===== src/rtl/serial_pkg.sv =====
// Shared constants and FSM state types for the serial console peripheral.
package serial_pkg;

  localparam logic [7:0] SER_DATA_ADDR   = 8'h00;
  localparam logic [7:0] SER_STATUS_ADDR = 8'h01;
  localparam logic [7:0] SER_CTRL_ADDR   = 8'h02;

  localparam int unsigned ST_RX_AVAIL     = 0;
  localparam int unsigned ST_TX_FULL      = 1;
  localparam int unsigned ST_RX_OVERRUN   = 2;
  localparam int unsigned ST_RX_FRAME_ERR = 3;
  localparam int unsigned ST_TX_IDLE      = 4;

  typedef enum logic [1:0] {
    TX_IDLE,
    TX_START,
    TX_DATA,
    TX_STOP
  } tx_state_t;

  typedef enum logic [2:0] {
    RX_IDLE,
    RX_START,
    RX_DATA,
    RX_STOP,
    RX_WAIT_HIGH
  } rx_state_t;

endpackage


===== src/rtl/serial_dev_if.sv =====
// CPU device-bus signals seen by the serial peripheral (do_strobe is the CPU "device out" read strobe).
interface serial_dev_if;
  logic [7:0]  addr;
  logic [15:0] bus_in;
  logic        di;
  logic        do_strobe;
  logic [15:0] bus_out;
  logic        bus_oe;

  modport master (output addr, bus_in, di, do_strobe, input bus_out, bus_oe);
  modport slave  (input addr, bus_in, di, do_strobe, output bus_out, bus_oe);
endinterface


===== src/rtl/serial_fifo.sv =====
// Synchronous FIFO with extra-MSB pointers; push and pop may coincide when full or empty.
module serial_fifo #(
  parameter int unsigned WIDTH = 8,
  parameter int unsigned DEPTH = 8
) (
  input  logic             clk,
  input  logic             reset,
  input  logic             push,
  input  logic [WIDTH-1:0] push_data,
  input  logic             pop,
  output logic [WIDTH-1:0] head,
  output logic             full,
  output logic             empty
);

  localparam int unsigned IDX_W = $clog2(DEPTH);
  localparam int unsigned PTR_W = IDX_W + 1;

  logic [WIDTH-1:0] mem [DEPTH];
  logic [PTR_W-1:0] wr_ptr;
  logic [PTR_W-1:0] rd_ptr;
  logic             do_push;
  logic             do_pop;

  assign empty   = (wr_ptr == rd_ptr);
  assign full    = (wr_ptr[IDX_W] != rd_ptr[IDX_W]) &&
                   (wr_ptr[IDX_W-1:0] == rd_ptr[IDX_W-1:0]);
  assign do_pop  = pop && !empty;
  // A pop in the same cycle frees the slot a push into a full FIFO needs.
  assign do_push = push && (!full || do_pop);
  assign head    = mem[rd_ptr[IDX_W-1:0]];

  always_ff @(posedge clk) begin
    if (reset) begin
      wr_ptr <= '0;
      rd_ptr <= '0;
    end else begin
      if (do_push) wr_ptr <= wr_ptr + PTR_W'(1);
      if (do_pop)  rd_ptr <= rd_ptr + PTR_W'(1);
    end
  end

  always_ff @(posedge clk) begin
    if (do_push) mem[wr_ptr[IDX_W-1:0]] <= push_data;
  end

endmodule


===== src/rtl/serial_dev.sv =====
// Byte-wide 8N1 serial console on the CPU device bus: DATA/STATUS ports, TX and RX FIFOs.
// Optional SERIAL_LOOPBACK_EN adds a CONTROL register whose bit 0 routes TX into RX.
module serial_dev
  import serial_pkg::*;
#(
  parameter int unsigned CLK_DIV    = 16,
  parameter int unsigned FIFO_DEPTH = 8
) (
  input  logic         clk,
  input  logic         reset,
  serial_dev_if.slave  bus,
  output logic         tx,
  input  logic         rx
);

  localparam int unsigned CNT_W = $clog2(CLK_DIV);

  logic rd_data, rd_status, wr_data;
  logic tx_full, tx_empty, tx_pop;
  logic rx_full, rx_empty, rx_push;
  logic [7:0] tx_head, rx_head;
  logic loopback, rx_src, tx_q;
  logic rx_overrun, rx_frame_err, set_overrun, set_frame_err;
  logic [15:0] status;
  logic unused_bus_hi;

  assign rd_data   = bus.do_strobe && (bus.addr == SER_DATA_ADDR);
  assign rd_status = bus.do_strobe && (bus.addr == SER_STATUS_ADDR);
  assign wr_data   = bus.di && !bus.do_strobe && (bus.addr == SER_DATA_ADDR);
  assign unused_bus_hi = ^bus.bus_in[15:8];

`ifdef SERIAL_LOOPBACK_EN
  always_ff @(posedge clk) begin
    if (reset) loopback <= 1'b0;
    else if (bus.di && !bus.do_strobe && (bus.addr == SER_CTRL_ADDR)) loopback <= bus.bus_in[0];
  end
`else
  assign loopback = 1'b0;
`endif

  assign tx     = loopback ? 1'b1 : tx_q;
  assign rx_src = loopback ? tx_q : rx;

  serial_fifo #(.WIDTH(8), .DEPTH(FIFO_DEPTH)) u_tx_fifo (
    .clk(clk), .reset(reset), .push(wr_data), .push_data(bus.bus_in[7:0]),
    .pop(tx_pop), .head(tx_head), .full(tx_full), .empty(tx_empty)
  );

  // ---------------- transmitter ----------------
  tx_state_t        tx_state, tx_state_n;
  logic [CNT_W-1:0] tx_cnt, tx_cnt_n;
  logic [2:0]       tx_bit, tx_bit_n;
  logic [7:0]       tx_shift, tx_shift_n;
  logic             tx_n, tx_end;

  assign tx_end = (tx_cnt == CNT_W'(CLK_DIV - 1));

  always_ff @(posedge clk) begin
    if (reset) begin
      tx_state <= TX_IDLE;
      tx_cnt   <= '0;
      tx_bit   <= '0;
      tx_shift <= '0;
      tx_q     <= 1'b1;
    end else begin
      tx_state <= tx_state_n;
      tx_cnt   <= tx_cnt_n;
      tx_bit   <= tx_bit_n;
      tx_shift <= tx_shift_n;
      tx_q     <= tx_n;
    end
  end

  // tx_n is the line level for the cycle that follows each transition.
  always_comb begin
    tx_state_n = tx_state;
    tx_cnt_n   = tx_cnt;
    tx_bit_n   = tx_bit;
    tx_shift_n = tx_shift;
    tx_n       = tx_q;
    tx_pop     = 1'b0;
    case (tx_state)
      TX_IDLE: begin
        tx_n = 1'b1;
        if (!tx_empty) begin
          tx_state_n = TX_START;
          tx_pop     = 1'b1;
          tx_shift_n = tx_head;
          tx_cnt_n   = '0;
          tx_n       = 1'b0;
        end
      end
      TX_START: begin
        if (tx_end) begin
          tx_state_n = TX_DATA;
          tx_cnt_n   = '0;
          tx_bit_n   = '0;
          tx_n       = tx_shift[0];
        end else begin
          tx_cnt_n = tx_cnt + CNT_W'(1);
        end
      end
      TX_DATA: begin
        if (tx_end) begin
          tx_cnt_n = '0;
          if (tx_bit == 3'd7) begin
            tx_state_n = TX_STOP;
            tx_n       = 1'b1;
          end else begin
            tx_shift_n = {1'b0, tx_shift[7:1]};
            tx_bit_n   = tx_bit + 3'd1;
            tx_n       = tx_shift[1];
          end
        end else begin
          tx_cnt_n = tx_cnt + CNT_W'(1);
        end
      end
      TX_STOP: begin
        if (tx_end) begin
          tx_cnt_n = '0;
          if (!tx_empty) begin
            tx_state_n = TX_START;
            tx_pop     = 1'b1;
            tx_shift_n = tx_head;
            tx_n       = 1'b0;
          end else begin
            tx_state_n = TX_IDLE;
            tx_n       = 1'b1;
          end
        end else begin
          tx_cnt_n = tx_cnt + CNT_W'(1);
        end
      end
      default: tx_state_n = TX_IDLE;
    endcase
  end

  // ---------------- receiver ----------------
  rx_state_t        rx_state, rx_state_n;
  logic [CNT_W-1:0] rx_cnt, rx_cnt_n;
  logic [2:0]       rx_bit, rx_bit_n;
  logic [7:0]       rx_shift, rx_shift_n;
  logic             rx_s1, rx_s2, rx_prev, rx_mid, rx_end;

  assign rx_mid = (rx_cnt == CNT_W'(CLK_DIV / 2 - 1));
  assign rx_end = (rx_cnt == CNT_W'(CLK_DIV - 1));

  always_ff @(posedge clk) begin
    if (reset) begin
      rx_s1    <= 1'b1;
      rx_s2    <= 1'b1;
      rx_prev  <= 1'b1;
      rx_state <= RX_IDLE;
      rx_cnt   <= '0;
      rx_bit   <= '0;
      rx_shift <= '0;
    end else begin
      rx_s1    <= rx_src;
      rx_s2    <= rx_s1;
      rx_prev  <= rx_s2;
      rx_state <= rx_state_n;
      rx_cnt   <= rx_cnt_n;
      rx_bit   <= rx_bit_n;
      rx_shift <= rx_shift_n;
    end
  end

  always_comb begin
    rx_state_n    = rx_state;
    rx_cnt_n      = rx_cnt;
    rx_bit_n      = rx_bit;
    rx_shift_n    = rx_shift;
    rx_push       = 1'b0;
    set_overrun   = 1'b0;
    set_frame_err = 1'b0;
    case (rx_state)
      RX_IDLE: begin
        if (rx_prev && !rx_s2) begin
          rx_state_n = RX_START;
          rx_cnt_n   = '0;
        end
      end
      RX_START: begin
        if (rx_mid) begin
          rx_cnt_n   = '0;
          rx_bit_n   = '0;
          rx_state_n = rx_s2 ? RX_IDLE : RX_DATA;
        end else begin
          rx_cnt_n = rx_cnt + CNT_W'(1);
        end
      end
      RX_DATA: begin
        if (rx_end) begin
          rx_cnt_n   = '0;
          rx_shift_n = {rx_s2, rx_shift[7:1]};
          rx_bit_n   = rx_bit + 3'd1;
          if (rx_bit == 3'd7) rx_state_n = RX_STOP;
        end else begin
          rx_cnt_n = rx_cnt + CNT_W'(1);
        end
      end
      RX_STOP: begin
        if (rx_end) begin
          rx_cnt_n = '0;
          if (rx_s2) begin
            rx_push     = 1'b1;
            set_overrun = rx_full && !rd_data;
            rx_state_n  = RX_IDLE;
          end else begin
            set_frame_err = 1'b1;
            rx_state_n    = RX_WAIT_HIGH;
          end
        end else begin
          rx_cnt_n = rx_cnt + CNT_W'(1);
        end
      end
      RX_WAIT_HIGH: begin
        if (rx_s2) rx_state_n = RX_IDLE;
      end
      default: rx_state_n = RX_IDLE;
    endcase
  end

  serial_fifo #(.WIDTH(8), .DEPTH(FIFO_DEPTH)) u_rx_fifo (
    .clk(clk), .reset(reset), .push(rx_push), .push_data(rx_shift),
    .pop(rd_data), .head(rx_head), .full(rx_full), .empty(rx_empty)
  );

  // Sticky error flags; a new event in the clearing cycle is kept.
  always_ff @(posedge clk) begin
    if (reset) begin
      rx_overrun   <= 1'b0;
      rx_frame_err <= 1'b0;
    end else begin
      rx_overrun   <= set_overrun   || (rx_overrun   && !rd_status);
      rx_frame_err <= set_frame_err || (rx_frame_err && !rd_status);
    end
  end

  always_comb begin
    status                  = '0;
    status[ST_RX_AVAIL]     = !rx_empty;
    status[ST_TX_FULL]      = tx_full;
    status[ST_RX_OVERRUN]   = rx_overrun;
    status[ST_RX_FRAME_ERR] = rx_frame_err;
    status[ST_TX_IDLE]      = tx_empty && (tx_state == TX_IDLE);
  end

  // Read mux is combinational so data is valid in the strobe cycle.
  always_comb begin
    bus.bus_out = '0;
    bus.bus_oe  = 1'b0;
    if (rd_data) begin
      bus.bus_oe  = 1'b1;
      bus.bus_out = {8'h00, (rx_empty ? 8'h00 : rx_head)};
    end else if (rd_status) begin
      bus.bus_oe  = 1'b1;
      bus.bus_out = status;
    end
`ifdef SERIAL_LOOPBACK_EN
    else if (bus.do_strobe && (bus.addr == SER_CTRL_ADDR)) begin
      bus.bus_oe  = 1'b1;
      bus.bus_out = {15'h0000, loopback};
    end
`endif
  end

endmodule


===== src/flat_wrapper.sv =====
// flat-port wrapper written by rule: the top's interface ports become plain ports
module serial_dev_flat import serial_pkg::*;
#(
  parameter int unsigned CLK_DIV    = 16,
  parameter int unsigned FIFO_DEPTH = 8
)
  (clk, reset, tx, rx, bus_addr, bus_bus_in, bus_di, bus_do_strobe, bus_bus_out, bus_bus_oe);
  serial_dev_if bus_i ();
  input  logic clk;
  input  logic reset;
  output logic tx;
  input  logic rx;
  input wire logic [$bits(bus_i.addr)-1:0] bus_addr;
  input wire logic [$bits(bus_i.bus_in)-1:0] bus_bus_in;
  input wire logic [$bits(bus_i.di)-1:0] bus_di;
  input wire logic [$bits(bus_i.do_strobe)-1:0] bus_do_strobe;
  output wire logic [$bits(bus_i.bus_out)-1:0] bus_bus_out;
  output wire logic [$bits(bus_i.bus_oe)-1:0] bus_bus_oe;
  assign bus_i.addr = bus_addr;
  assign bus_i.bus_in = bus_bus_in;
  assign bus_i.di = bus_di;
  assign bus_i.do_strobe = bus_do_strobe;
  assign bus_bus_out = bus_i.bus_out;
  assign bus_bus_oe = bus_i.bus_oe;
  serial_dev #(.CLK_DIV(CLK_DIV), .FIFO_DEPTH(FIFO_DEPTH)) u_core (.clk(clk), .reset(reset), .bus(bus_i), .tx(tx), .rx(rx));
endmodule

===== config.mk =====
export PLATFORM = sky130hd
export DESIGN_NAME = serial_dev_flat
export DESIGN_NICKNAME = d
export VERILOG_FILES = /design/src/rtl/serial_pkg.sv /design/src/rtl/serial_dev_if.sv /design/src/rtl/serial_fifo.sv /design/src/rtl/serial_dev.sv /design/src/flat_wrapper.sv
export SDC_FILE = /design/constraint.sdc
export NUM_CORES = 1
export LEC_CHECK = 0
export CAP_MARGIN = 20
export CORE_ASPECT_RATIO = 1.4
export CORE_MARGIN = 10
export CORE_UTILIZATION = 30
export DETAILED_ROUTE_END_ITERATION = 7
export PLACE_DENSITY = 0.56
export SETUP_SLACK_MARGIN = 0.15
export SLEW_MARGIN = 20
export SYNTH_ARGS = -nofsm -noshare
export SYNTH_HDL_FRONTEND = slang
export SYNTH_HIERARCHICAL = 1
export SYNTH_SLANG_ARGS = --single-unit

===== constraint.sdc =====
create_clock -name clk -period 3.4 [get_ports clk]
set_input_delay 0.68 -clock clk [delete_from_list [all_inputs] [get_ports clk]]
set_output_delay 0.68 -clock clk [all_outputs]
set_load 0.02 [all_outputs]

==> results.yml <==
sta:
  report.final.slew_viol_count: 0
  setup_violations: 0
  relSlewSlack: 0.465
  worst_pin_slew_ns: 0.801
  hold_ws_ns: 0.413
  fin_skew_ns: 0.0181
  period_share: 0.937
  rsz0062_at_grt: "yes"
  hold_violations: 0
  fmax_mhz: 314
  period_needed_ns: 3.18
pwr:
  switching_power_mw: 1.01
  pwr-share-seq: 0.553
  combPwrFrac: 0.038
  switching_share: 0.224
  p_int_mw: 3.50
  power.density_mw_per_mm2: 466
  p_clk_frac: 0.409
  p_leak_nw: 3.14
  vdd_drop_max_uv: 486
synthesis:
  synth.mux.area_fraction: 0.138
  ys_types: 63
  synthCells: 601
  synth_ff_type: "edfxtp_1"
  synth_compound_area_frac: 0.0719
  synth_xor_area_frac: 0.0136
  synth-edff-count: 128
  syn-cell-area_sq_mm: 0.00836
  postSynthRegisterBits: 191
  yosys.area_share.simple: 0.106
  synthAdderAreaFrac: 0.0225
  synth_top_family_by_area: "multiplexers"
  synthArstFlopShare: 0
  syn_avg_cell_area_sq_um: 13.9
  seq_area_frac_synth: 0.611
  ys_warn_count: 6
global_route:
  grt-ovfl-total: 0
  grt_max_degree: 29
  gr-usage-all-layers: 0.0980
  grt_pass1_vias: 4977
  antenna_found_initial: 2
  grt_pass1_wl_mm: 27.0
route:
  drc: 0
  ant_nets: 0
  vias_per_cell: 4.71
  dr.pass1.iters: 4
  wl_per_cell_um: 16.3
  num_vias: 4834
  wirelength_mm: 16.8
  drt-initial-drc-count: 223
critical_path:
  path_max_fanout: 5
  reg2reg_depth: 10
  worstReg2RegStart: "u_core/u_tx_fifo/wr_ptr[1]$_SDFFE_PP0P_"
  startpoint: "bus_addr[5]"
  crit_required_ns: 2.72
  critPathKind: "primary input to output pin"
  reg2reg_to: "u_core/u_tx_fifo/rd_ptr[2]$_SDFFE_PP0P_"
  crit_end: "bus_bus_out[5]"
  ff2ff_setup_slack_ns: 0.81
  critPathArrivalTime_ns: 2.50
  crit_path_start_kind: "primary input"
  critPathCaptureType: "output pin"
die:
  rows: 72
  core-area_sq_mm: 0.0276
  die_w_um: 161
  initial_utilization: 0.303
  fp.dieH_um: 217
  io_pins: 47
  die-area_sq_mm: 0.0350
clocking:
  path_clk_slew_ns: 0.08
  ctsRootBufferMaster: "clkbuf_16"
  clock_latency_ns: 0.43
  ctsHoldBuffers: 0
  cts.sinks: 191
  clockBufferDepth: 2
  cts_tree: "built"
  cts_buffers: 17
  cts-htree-levels: 4
placement:
  place_congestion: 0.751
  hpwl_mm: 11.2
  io_buffer_count: 30
  post_dp_cell_area_sq_mm: 0.00913
final_layout:
  final_area_sq_mm: 0.00968
  layout_common_cells: "128 x edfxtp_1, 63 x dfxtp_1, 46 x nor2_1, 32 x mux4_2, 27 x a21oi_1"
  antenna_cells: 0
  nets: 687
  final_common_cell: "edfxtp_1"
  drive_gt1_frac: 0.213
  syn2layout_area_growth_pct: 15.9
status:
  outcome: "completed"
job:
  max_cap_violations: 0
min_path:
  hp-class: "flip-flop to flip-flop"
[metal layers]
layer / wire length (um) / global-route usage / vias up
met5: 23 / 0 / -
met4: 207 / 0.0328 / 4
met3: 648 / 0.0278 / 18
met2: 8650 / 0.172 / 64
met1: 7230 / 0.113 / 2399
li1: - / - / 2349
[sequential cells by signal, summed over array words and instances, names as in the netlist, 2 cells and up, named ones only]
| name | cells |
|---|---|
| u_core/rx_shift | 8 |
| u_core/rx_cnt | 4 |
| u_core/tx_cnt | 4 |
| u_core/rx_bit | 3 |
| u_core/u_tx_fifo/mem | 64 |
| u_core/u_rx_fifo/wr_ptr | 4 |
| u_core/tx_shift | 8 |
| u_core/u_rx_fifo/mem | 64 |
| u_core/u_rx_fifo/rd_ptr | 4 |
| u_core/rx_state | 3 |
| u_core/u_tx_fifo/wr_ptr | 4 |
| u_core/tx_state | 2 |
| u_core/u_tx_fifo/rd_ptr | 4 |
| u_core/tx_bit | 3 |
[repair_timing]
item                                    in CTS  in global routing
endpoints found under the setup margin       9                  6
cloned                                       0                  0
buffers inserted                             1                  0
gates resized for setup                     17                  4
pin swaps                                    1                  1
[worst max-delay path: stages]
cell	delay [ns]
clkdlybuf4s50_1	0.40
or4_4	0.56
nor4_4	0.17
nand2_2	0.12
inv_1	0.10
and3_1	0.15
clkdlybuf4s15_1	0.32
[power by group through the flow]
stage	combinational, mW	clock (mW)	sequential (mW)
2_1_floorplan	0.117	0	2.54
3_3_place_gp	0.169	0	2.55
3_5_place_dp	0.171	0	2.55
4_1_cts	0.172	1.91	2.50
5_1_grt	0.196	2.01	2.50
6_report	0.172	1.85	2.50
[metrics by stage]
stage	TNS [ns]	util	instances	setup WS (ns)	total power, mW
floorplan	0	-	608	0.258	2.66
global placement	-1.36	0.331	993	-0.238	2.72
detailed placement	-1.58	0.331	993	-0.276	2.72
CTS	0	0.351	1026	0.0961	4.58
global route	0	0.351	1026	0.124	4.71
finish	0	0.351	1026	0.215	4.52
[cell type report]
| cell class | count | area (sq um) |
|---|---|---|
| multi-input combinational | 362 | 3010 |
| sequential | 191 | 5100 |
| fill | 2720 | 17900 |
| clock inverter | 12 | 101 |
| clock buffer | 20 | 437 |
| timing repair buffer | 57 | 517 |
| inverter | 14 | 52.6 |
| tap | 370 | 463 |
[how the worst min path moves through the flow]
| stage | start | cells after the start | endpoint |
|---|---|---|---|
| final | u_core/rx_s1$_SDFF_PP1_ | 1 | u_core/rx_s2$_SDFF_PP1_ |
| after global routing | u_core/rx_s1$_SDFF_PP1_ | 1 | u_core/rx_s2$_SDFF_PP1_ |
| after CTS | u_core/rx_s1$_SDFF_PP1_ | 1 | u_core/rx_s2$_SDFF_PP1_ |
| after detailed placement | u_core/rx_s1$_SDFF_PP1_ | 1 | u_core/rx_s2$_SDFF_PP1_ |
| after global placement | u_core/rx_s1$_SDFF_PP1_ | 1 | u_core/rx_s2$_SDFF_PP1_ |
| after floorplan | u_core/rx_s1$_SDFF_PP1_ | 1 | u_core/rx_s2$_SDFF_PP1_ |
[logic make-up (layout without fill, tap and decap cells)]
logic type / after synthesis / count (layout)
buffers and inverters: 55 / 103
flip-flops: 191 / 191
adder cells (fa/ha/maj): 15 / 15
AND/OR/NAND/NOR: 164 / 164
multiplexers: 73 / 73
other: 1 / 8
XOR/XNOR: 13 / 13
AO/OA/AOI/OAI: 89 / 89
[synth_stat cells (10+ instances only)]
cell / instances / area, sq um
nand2_1: 13 / 48.8
mux4_2: 32 / 721
nor3_1: 14 / 70.1
nand3_1: 16 / 80.1
nand2b_1: 17 / 106
inv_1: 12 / 45.0
edfxtp_1: 128 / 3840
ha_1: 15 / 188
mux2i_1: 21 / 210
nor2_1: 46 / 173
buf_4: 10 / 75.1
a21oi_1: 27 / 135
dfxtp_1: 63 / 1260
o21ai_0: 16 / 80.1
mux2_2: 20 / 225
clkbuf_1: 13 / 48.8
No activity file was read; power rests on OpenSTA's default activity.
==> variant, RTL diff (same settings) <==
Re-encode `tx_state_t` (4 states) as one-hot, 4 bits wide.
--- a/src/rtl/serial_pkg.sv
+++ b/src/rtl/serial_pkg.sv
@@ -12,9 +12,9 @@
   localparam int unsigned ST_TX_IDLE      = 4;
 
-  typedef enum logic [1:0] {
-    TX_IDLE,
-    TX_START,
-    TX_DATA,
-    TX_STOP
+  typedef enum logic [3:0] {
+    TX_IDLE  = 4'b0001,
+    TX_START = 4'b0010,
+    TX_DATA  = 4'b0100,
+    TX_STOP  = 4'b1000
   } tx_state_t;
 
Behaviour: no difference found for any inputs over 10 cycles, from zero or initial values and one cycle with reset high; not proved beyond that.
==> variant against the original RTL <==
  * Synthesized cell count rose by 0.17%
  * Global-route usage decreased by 0.050 points
  * Design area grew 1.8%
  * Register-to-register slack worse by 0.08 ns
  * Synthesized area increased by 1.4%
  * Power up 7.4%
  * Setup slack improved by 0.053 ns
  * Sequential cell count rose by 2
  * Clock power up 11%
  * Routed wire length increased by 1.3%
  * Fmax grew 1.7%
  * Critical endpoint is now bus_bus_out[6]
==> variant: results (changes against the original RTL) <==
- H-tree depth: 4 (unchanged)
- Placed cell areas: 9240 sq um (+1.2%)
- Yosys synthesis warning count: 6 (unchanged)
- Async set-or-reset flop fraction in the synthesized netlist: 0% (unchanged)
- Num CTS Buffers: 17 (unchanged)
- Largest net degree at the start of global routing: 31 (+6.9%)
- 1st-pass router iterations: 4 (unchanged)
- First-pass GRT wire length: 27.2 mm (+0.82%)
- Clk_lat worst skew: 0.44 ns
- Count of different cell masters after synthesis: 69 (+9.5%)
- Vias: 4,837 (+0.062%)
- Clock transition at path regs: 0.08 ns (about the same)
- Wire per inst: 16.5 microns (+0.92%)
- Number of global-route vias before repair: 4,968 (-0.18%)
- GP Congestion: 0.755 (+0.52%)
- CTS root buf: clkbuf_16
- HPWL after DPL: 11.4 mm (+1.6%)
- Max FO, Critical Path: 6 (+1)
- Post-synthesis sequential area ratio: 60.7% (-0.35 points)
- Max VDD drop: 353 uV (-27%)
- Clk_skew: 0.0181 ns (-0.0000607 ns)
- Fillers: 2,741 (+0.77%)
- GRT Resource Usage Total: 9.75% (-0.050 points)
- Worst min path class: flip-flop to flip-flop
- Share of post-route cells with drive strength above 1: 23.9% (+2.6 points)
- Largest cells by area after synthesis: edfxtp_1 45%, dfxtp_1 15%, mux4_2 8.5%, mux2_2 2.7%, mux2i_1 2.6%
- Status: complete, no violations
- Buffers on Ports: 30 (unchanged)
- Initial antenna violation count: 0 (-2)
- Fin nets: 686 (-0.15%)
- Diode count: 0 (unchanged)
- DRT iter0 DRCs: 169 (-24%)
- Most frequent cells after synthesis: 128 x edfxtp_1, 65 x dfxtp_1, 53 x nor2_1, 32 x mux4_2, 23 x a21oi_1
- Leak: 3.30 nW (+4.8%)
- Synth Flop Type: edfxtp_1
- EDFF count, synth: 128 (unchanged)
- Critical Path AT: 2.45 ns (-0.05 ns)
- CTS Buffer Depth: 2 (unchanged)
- Worst slew pin tran: 0.796 ns (-0.00512 ns)
-- variant: cell types whose count changed in the layout (fill, tap and decap cells not counted), sizes merged, moves of 7 or more --
cell,change
a21o,-9
nor2,+11
nand3,-7
a211oi,+8
-- variant: logic make-up (layout without fill, tap and decap cells) --
| group | after synthesis | after routing | synth area share, % |
|---|---|---|---|
| simple gates | 167 | 167 | 11.1 |
| flops | 193 | 193 | 60.7 |
| fa+ha+maj | 10 | 10 | 1.48 |
| other cells | 1 | 8 | 0.0443 |
| compound gates | 86 | 86 | 7.39 |
| xor+xnor | 14 | 14 | 1.54 |
| mux | 74 | 74 | 13.8 |
| buf+inv | 57 | 108 | 3.93 |
-- variant: path summary, 6_finish.rpt --
check	startpoint	endpoint	slack, ns	cells after the start
hold reg to reg	u_core/rx_s1$_SDFF_PP1_	u_core/rx_s2$_SDFF_PP1_	0.41	1
hold / removal	u_core/rx_s1$_SDFF_PP1_	u_core/rx_s2$_SDFF_PP1_	0.41	1
setup / recovery	bus_addr[5]	bus_bus_out[6]	0.27	7
setup reg to reg	u_core/tx_state[3]$_SDFFE_PP0P_	flip-flop	0.73	7
-- variant: final cells by class --
type                            instances  area [sq um]  area share [%]
Inverter                               14          52.6           0.533
Timing Repair Buffer                   62           528            5.36
Multi-Input combinational cell        359          3040            30.9
Sequential cell                       193          5150            52.2
Clock inverter                         15           198            2.01
Clock buffer                           17           425            4.32
Tap cell                              370           463            4.70
-- variant: per-stage QoR --
stage	hold WS [ns]	power [mW]	setup TNS, ns	std cells	setup WS [ns]
floorplan	0.389	2.78	0	609	0.216
global placement	0.396	2.85	-0.785	998	-0.136
detailed placement	0.393	2.85	-1.22	998	-0.168
CTS	0.414	4.92	0	1030	0.195
global route	0.435	5.05	0	1030	0.159
finish	0.414	4.85	0	1030	0.268
-- variant: power breakdown --
| group | internal [mW] | total [mW] | leakage (nW) | switching [mW] |
|---|---|---|---|---|
| sequential | 2.50 | 2.52 | 1.69 | 0.0244 |
| clock | 1.02 | 2.06 | 0.303 | 1.04 |
| combinational | 0.108 | 0.274 | 1.30 | 0.166 |
| total | 3.62 | 4.85 | 3.30 | 1.23 |
-- variant: timing repair --
action,in CTS,in global routing
setup buffers,0,0
hold endpoints to repair,0,0
setup endpoints to repair,9,7
resized for setup,11,12
-- variant: routing by layer --
| layer | wire length [microns] | GRT usage [%] | up-vias |
|---|---|---|---|
| met5 | 0 | 0 | - |
| met4 | 155 | 2.83 | 0 |
| met3 | 471 | 2.23 | 13 |
| met2 | 9190 | 18.0 | 54 |
| met1 | 7160 | 10.9 | 2412 |
| li1 | - | - | 2358 |
-- variant: critical path, stage by stage --
cell and delay [ns]:
clkdlybuf4s50_1 0.39, or4_1 0.53, nor2_2 0.15, nand3_4 0.15
inv_2 0.10, and3_1 0.14, clkdlybuf4s15_1 0.29
